--- src/rtl/tpu_mac_unit_if.sv ---
// rtl/tpu_mac_unit_if.sv - operand/strobe/result bundle for the MAC lane
interface tpu_mac_unit_if #(
  parameter int IN_W  = 8,
  parameter int ACC_W = 16
);
  logic             sync;
  logic             out_HL;
  logic             ready;
  logic             error;
  logic [IN_W-1:0]  input1;
  logic [IN_W-1:0]  input2;
  logic [ACC_W-1:0] out;

  modport master (
    output sync, out_HL, input1, input2,
    input  ready, error, out
  );

  modport slave (
    input  sync, out_HL, input1, input2,
    output ready, error, out
  );
endinterface

--- src/rtl/tpu_mac_unit.sv ---
// rtl/tpu_mac_unit.sv - single-lane multiply, significand-truncate, saturating accumulate
module tpu_mac_unit #(
  parameter int IN_W     = 8,
  parameter int ACC_W    = 2 * IN_W,
  parameter int SIG_BITS = 4
) (
  input  logic               clk,
  input  logic               reset,
  tpu_mac_unit_if.slave      bus
);

  typedef enum logic {IDLE, ACC} state_t;

  state_t           state;
  logic [ACC_W-1:0] acc;
  logic [ACC_W-1:0] prod_reg;

  logic [IN_W-1:0]  op_a;
  logic [IN_W-1:0]  op_b;
  logic [ACC_W-1:0] product;
  logic [ACC_W-1:0] smear;
  logic [ACC_W-1:0] trunc_prod;
  logic [ACC_W:0]   sum;

  assign op_a    = bus.input1;
  assign op_b    = bus.input2;
  assign product = ACC_W'(op_a) * ACC_W'(op_b);

  // Smearing the MSB rightwards marks bits p..0; removing those below p-3
  // leaves a mask of the top SIG_BITS significant bits (or all, if fewer).
  always_comb begin
    smear = product;
    for (int i = 1; i < ACC_W; i = i * 2) begin
      smear = smear | (smear >> i);
    end
    trunc_prod = product & (smear & ~(smear >> SIG_BITS));
  end

  assign sum = {1'b0, acc} + {1'b0, prod_reg};

  always_ff @(posedge clk or negedge reset) begin
    if (!reset) begin
      state     <= IDLE;
      acc       <= '0;
      prod_reg  <= '0;
      bus.out   <= '0;
      bus.ready <= 1'b1;
      bus.error <= 1'b0;
    end else begin
      if (bus.out_HL) begin
        bus.out <= acc;
      end
      case (state)
        IDLE: begin
          if (bus.sync) begin
            prod_reg  <= trunc_prod;
            state     <= ACC;
            bus.ready <= 1'b0;
          end
        end
        ACC: begin
          if (sum[ACC_W]) begin
            acc       <= '1;
            bus.error <= 1'b1;
          end else begin
            acc <= sum[ACC_W-1:0];
          end
          // A strobe while busy is dropped but flagged.
          if (bus.sync) begin
            bus.error <= 1'b1;
          end
          state     <= IDLE;
          bus.ready <= 1'b1;
        end
        default: begin
          state     <= IDLE;
          bus.ready <= 1'b1;
        end
      endcase
    end
  end

endmodule

--- src/flat_wrapper.sv ---
// flat-port wrapper written by rule: the top's interface ports become plain ports
module tpu_mac_unit_flat 
#(
  parameter int IN_W     = 8,
  parameter int ACC_W    = 2 * IN_W,
  parameter int SIG_BITS = 4
)
  (clk, reset, bus_sync, bus_out_HL, bus_input1, bus_input2, bus_ready, bus_error, bus_out);
  tpu_mac_unit_if #(.IN_W(IN_W), .ACC_W(ACC_W)) bus_i ();
  input  logic clk;
  input  logic reset;
  input wire logic [$bits(bus_i.sync)-1:0] bus_sync;
  input wire logic [$bits(bus_i.out_HL)-1:0] bus_out_HL;
  input wire logic [$bits(bus_i.input1)-1:0] bus_input1;
  input wire logic [$bits(bus_i.input2)-1:0] bus_input2;
  output wire logic [$bits(bus_i.ready)-1:0] bus_ready;
  output wire logic [$bits(bus_i.error)-1:0] bus_error;
  output wire logic [$bits(bus_i.out)-1:0] bus_out;
  assign bus_i.sync = bus_sync;
  assign bus_i.out_HL = bus_out_HL;
  assign bus_i.input1 = bus_input1;
  assign bus_i.input2 = bus_input2;
  assign bus_ready = bus_i.ready;
  assign bus_error = bus_i.error;
  assign bus_out = bus_i.out;
  tpu_mac_unit #(.IN_W(IN_W), .ACC_W(ACC_W), .SIG_BITS(SIG_BITS)) u_core (.clk(clk), .reset(reset), .bus(bus_i));
endmodule
--- config.mk ---
export PLATFORM = sky130hd
export DESIGN_NAME = tpu_mac_unit_flat
export DESIGN_NICKNAME = d
export VERILOG_FILES = /design/src/rtl/tpu_mac_unit_if.sv /design/src/rtl/tpu_mac_unit.sv /design/src/flat_wrapper.sv
export SDC_FILE = /design/constraint.sdc
export NUM_CORES = 1
export LEC_CHECK = 0
export ABC_AREA = 1
export CAP_MARGIN = 20
export CORE_MARGIN = 2
export CORE_UTILIZATION = 65
export CTS_CLUSTER_SIZE = 28
export DETAILED_ROUTE_END_ITERATION = 12
export HOLD_SLACK_MARGIN = 0.02
export PLACE_DENSITY = 0.87
export SYNTH_ARGS = -nofsm -noshare
export SYNTH_HDL_FRONTEND = slang
export SYNTH_SLANG_ARGS = --single-unit
--- constraint.sdc ---
create_clock -name clk -period 3.14 [get_ports clk]
set_clock_uncertainty 0.15 [all_clocks]
set_input_delay 0.314 -clock clk [delete_from_list [all_inputs] [get_ports clk]]
set_output_delay 0.314 -clock clk [all_outputs]
set_load 0.02 [all_outputs]
# Word level (Yosys, flattened, before mapping)
# Cells that the tools add are included.
# totals
reg_bits	51
out_inout_bits	18
inputBits	20
memories	0
ram_bits	0
latchBits	0
rom_bits	0
elab_cells	27
# op_classes
mul	1
n_div	0
shift	0
n_lt_le_gt_ge	0
mux	7
reduce_logical	3
bitwise_logic	8
n_eq_ne	1
n_addsub	1
# op_table
operator	count
$and 16x16->16	2
$add 16x16->17	1
$mul 8x8->16	1
$mux 16	1
$not 12->16	1
$or 16x12->16	1
$or 16x14->16	1
$or 16x15->16	1
$or 16x8->16	1
$mux 1	4
$pmux 1 s2	2
$reduce_and 2->1	2
$ne 2x2->1 const B	1
$reduce_bool 2->1	1
$not 1->1	1

# Logic depth before layout (Yosys ltp)
# depth
depth_word	8
mapped_depth	24
mapped_depth_nobuf	23

# Worst setup path after synthesis
# OpenSTA, ideal clock, no wires.
# synth_timing
path_type	input-to-reg
start	in bus_input1[0]
end	reg u_core.prod_reg[4]
setup_ns	0.066
stages	19
setup_slack_ns	-1.121
arrival_time_ns	4.045
path_buffers	1
path_cell_list	clkbuf_1 -> nand2_1 -> fa_1 -> fa_1 -> inv_1 -> fa_1 -> inv_1 -> fa_1 -> inv_1 -> ha_1 -> nand2_1 -> nand2_1 -> a21oi_1 -> nand3b_1 -> nand2_1 -> nand3_2 -> nor2_2 -> nand3_1 -> nand2_1
# synth_between
elab_chain_cells	8
# synth_lines
element	line	rtl
from (decl)	flat_wrapper.sv:14	input wire logic [$bits(bus_i.input1)-1:0] bus_input1;
$mul 8x8->16 *	tpu_mac_unit.sv:27	assign product = ACC_W'(op_a) * ACC_W'(op_b);
$or 16x15->16	tpu_mac_unit.sv:34	smear = smear | (smear >> i);
$or 16x14->16	tpu_mac_unit.sv:34	
$or 16x12->16	tpu_mac_unit.sv:34	
$or 16x8->16	tpu_mac_unit.sv:34	
$not 12->16	tpu_mac_unit.sv:36	trunc_prod = product & (smear & ~(smear >> SIG_BITS));
$and 16x16->16	tpu_mac_unit.sv:36	
$and 16x16->16 *	tpu_mac_unit.sv:36	
to (signal assigned)	tpu_mac_unit.sv:56	prod_reg <= trunc_prod;
to (decl)	tpu_mac_unit.sv:16	logic [ACC_W-1:0] prod_reg;
# Mark *: on every way between the ends. The rest lies on a longest branch, timed or not.
# A chain may end at the register's enable or synchronous reset.

# Worst setup path after layout
# layout_timing
start	in bus_input1[6]
end	reg u_core.prod_reg[3]
# layout_between
elab_chain_cells	8
# layout_lines
element	line
$mul 8x8->16 *	tpu_mac_unit.sv:27
$or 16x15->16 *	tpu_mac_unit.sv:34
$or 16x14->16 *	tpu_mac_unit.sv:34
$or 16x12->16 *	tpu_mac_unit.sv:34
$or 16x8->16 *	tpu_mac_unit.sv:34
$not 12->16	tpu_mac_unit.sv:36
$and 16x16->16 * (2 in series)	tpu_mac_unit.sv:36
# Marks and branches as above.

==> flow_metrics.env <==
export IMPL_status="complete, but fails checks"
export IMPL_violations="negative setup slack"
export IMPL_arrival_ns=4.17
export IMPL_cts_root_buf="clkbuf_8"
export IMPL_clkPwrFrac_pct=6.3
export IMPL_combPwrFrac_pct=77.1
export IMPL_grt_pass1_wl_mm=23.8
export IMPL_p_int_w=0.00287
export IMPL_maxSlewViolCount=0
export IMPL_syn_inst=726
export IMPL_regArea_mm2=0.00128
export IMPL_grt_busiest_layer="met2"
export IMPL_max_cap_viol_count=0
export IMPL_multiInputGateArea_mm2=0.00375
export IMPL_crit_path_start_kind="primary input"
export IMPL_use_met3_pct=6.46
export IMPL_fin_util_pct=86.0
export IMPL_hold_path_class="reg -> reg"
export IMPL_hold_depth=1
export IMPL_diodes=0
export IMPL_crit_path_end_kind="flop"
export IMPL_p_sw_share_pct=53.2
export IMPL_yosysSeqAreaShare_pct=24.1
export IMPL_dpl_worst_slack_ns=-1.67
export IMPL_rsz0062_at_grt="true"
export IMPL_cp_depth=19
export IMPL_placedCellCount=889
export IMPL_htreeDepth=2
export IMPL_slew_headroom_pct=43.7
export IMPL_p_leak_nw=3.77
export IMPL_first_pass_iters=6
export IMPL_hpwlAfterDp_mm=10.9
export IMPL_min_period_over_period_pct=129
export IMPL_vias=5360
export IMPL_cts_buffer_depth=2
export IMPL_area_growth_pct=26.5
export IMPL_cp_data_required_time_ns=3.25
export IMPL_layout_drive_gt1_share_pct=26.5
export IMPL_die_y_um=94.4
export IMPL_p_switching_w=0.00326
export IMPL_drc_errors=0
export IMPL_ys_ff_latch=51
export IMPL_start_util_pct=68.0
export IMPL_clk_pin_slew_worst_paths_ns=0.10
export IMPL_track_usage_pct=34.3
export IMPL_min_period_ns=4.06
export IMPL_path_cells="buf_8 > nand2_1 > inv_1 > fa_1 > fa_1 > fa_1 > inv_1 > fa_1 > inv_1 > ha_1 > nand2_1 > nand2_1 > a21oi_1 > nand4_1 > nand2_2 > nand2_4 > nor2_4 > nand3_2 > nand2_1"
export IMPL_syn_nets=835
export IMPL_cpMaxStageDelayCell="fa_1"
export IMPL_crit_path_max_fanout=5
export IMPL_whs_ns=0.342
export IMPL_first_global_vias=5118
export IMPL_grt_ovfl_total=0
export IMPL_n_fill_cell=433
export IMPL_rr_worst_depth=9
export IMPL_final_cell_mix="164 x nand2_1, 141 x inv_1, 52 x buf_4"
export IMPL_vdd_drop_max_mv=0.668
export IMPL_fp_row_count=32
export IMPL_cts_made_buffers=5
export IMPL_gr_usage_met1_pct=47.9
export IMPL_setup_viol=16
export IMPL_routedWlPerCell_um=17.7
export IMPL_hold_violations=0
export IMPL_place_congestion=1.05
export IMPL_fmaxAchievable_ghz=0.246
export IMPL_crit_buf_inv=4
export IMPL_syn_area_per_cell_um2=7.31
export IMPL_cts_sinks=51
export IMPL_ys_warn_count=0
export IMPL_viasPerCell=5.90
export IMPL_critPathTopFamily="adder cells"
export IMPL_syn_area_mm2=0.00531
export IMPL_clk_latency_ns=0.32
export IMPL_max_stage_delay_ns=0.52
export IMPL_worstMarginPinSlew_ns=0.842
export IMPL_antenna_found_initial=0
export IMPL_fin_ws_ns=-0.922
export IMPL_numPortBuffers=37
export IMPL_dieArea_mm2=0.00891
export IMPL_wl_mm=16.1
export IMPL_seq_power_share_pct=16.5
export IMPL_layout_commonest_cell="nand2_1"
export IMPL_pin_count=38
export IMPL_met2_usage_pct=54.9
export IMPL_ant_nets=0
export IMPL_stdcell_count=909
export IMPL_power_density_mw_per_mm2=912
export IMPL_die_w_um=94.4
export IMPL_grt_max_degree=52
export IMPL_drtIter0Drc=664
export IMPL_path_class="in -> reg"
export IMPL_core_area_mm2=0.00781
export IMPL_post_synth_num_cell_types=34
export IMPL_cts_tree="built"
export IMPL_nNetsFinal=915
-- path summary, 6_finish.rpt --
path / slack [ns] / startpoint / to
max reg2reg: 0.56 / u_core.acc[7] / u_core.acc[6]
min in group asynchronous: 0.38 / reset / u_core.bus.out[13]
min: 0.34 / u_core.bus.error / u_core.bus.error
max: -0.92 / bus_input1[6] / u_core.prod_reg[3]
min reg2reg: 0.34 / u_core.bus.error / u_core.bus.error
max in group asynchronous: 1.83 / reset / u_core.bus.ready
-- power groups by stage --
stage | registers [W] | clock network (W) | logic, W
finish | 0.00101 | 0.000389 | 0.00472
global route | 0.00103 | 0.000417 | 0.00508
CTS | 0.00100 | 0.000384 | 0.00414
global placement | 0.00100 | 0 | 0.00380
floorplan | 0.00105 | 0 | 0.00268
detailed placement | 0.00101 | 0 | 0.00392
-- per-stage QoR --
step	setup TNS, ns	power, W	cell area (µm²)
2_1_floorplan	-11.58	0.00373	5590
3_3_place_gp	-23.17	0.00480	6210
3_5_place_dp	-25.07	0.00494	6210
4_1_cts	-11.11	0.00552	6420
5_1_grt	-15.60	0.00653	6720
6_report	-13.67	0.00613	6720
-- cells by family (layout without fill, tap and decap cells) --
logic type / count (synthesis) / after routing / synth area share [%]
adder cells (fa/ha/maj): 89 / 89 / 26.2
flip-flops: 51 / 51 / 24.1
AO/OA/AOI/OAI: 48 / 48 / 5.16
buffers and inverters: 183 / 263 / 13.0
multiplexers: 15 / 15 / 3.18
AND/OR/NAND/NOR: 328 / 329 / 26.4
XOR/XNOR: 12 / 12 / 1.98
-- synth_stat cells (all sizes together) --
| library cell | count | share of area, % |
|---|---|---|
| o22ai | 1 | 0.12 |
| a21o | 2 | 0.28 |
| nor2 | 50 | 3.9 |
| fa | 37 | 14 |
| buf | 3 | 0.26 |
| dfstp | 1 | 0.50 |
| clkbuf | 19 | 1.3 |
| nand4 | 7 | 0.82 |
| inv | 161 | 11 |
| o21a | 2 | 0.28 |
| and2 | 1 | 0.12 |
| o21bai | 6 | 0.85 |
| nand2 | 218 | 16 |
| mux2 | 15 | 3.2 |
| nor3 | 5 | 0.47 |
| ha | 52 | 12 |
| a21oi | 29 | 2.8 |
| o21ai | 8 | 0.82 |
| xor2 | 5 | 0.82 |
| dfrtp | 50 | 24 |
| nor3b | 1 | 0.14 |
| nand3b | 2 | 0.28 |
| xnor2 | 7 | 1.2 |
| nand3 | 44 | 4.3 |
-- worst reg2reg max path: cells and delay by family (launching register included) --
family,cells,cell delay (ns)
and+or+nand+nor,3,0.58
adders and majority gates,1,0.37
buffers and inverters,2,0.28
AOI/OAI and AO/OA,3,0.65
DFF,1,0.43
-- layout make-up --
class	count	area share, %
Multi-Input combinational cell	493	55.9
Sequential cell	51	19.0
Timing Repair Buffer	94	12.9
Inverter	161	9.00
Clock inverter	2	0.186
Clock buffer	6	1.08
Tap cell	102	1.90
-- metal layers --
metal / wire (µm) / part of all wire [%] / vias to the layer above
met3: 1720 / 11 / 105
met4: 723 / 4.5 / 0
met1: 6130 / 38 / 2515
li1: - / - / 2362
met5: 0 / 0 / -
met2: 7530 / 47 / 378
-- what timing repair did --
item,CTS,global route
pin swaps,34,46
hold buffers,0,1
endpoints found under the hold margin,0,25
setup endpoints to repair,16,16
gates resized for setup,117,66
buffers inserted,3,8
gates cloned,1,0
No activity file was read; power rests on OpenSTA's default activity.
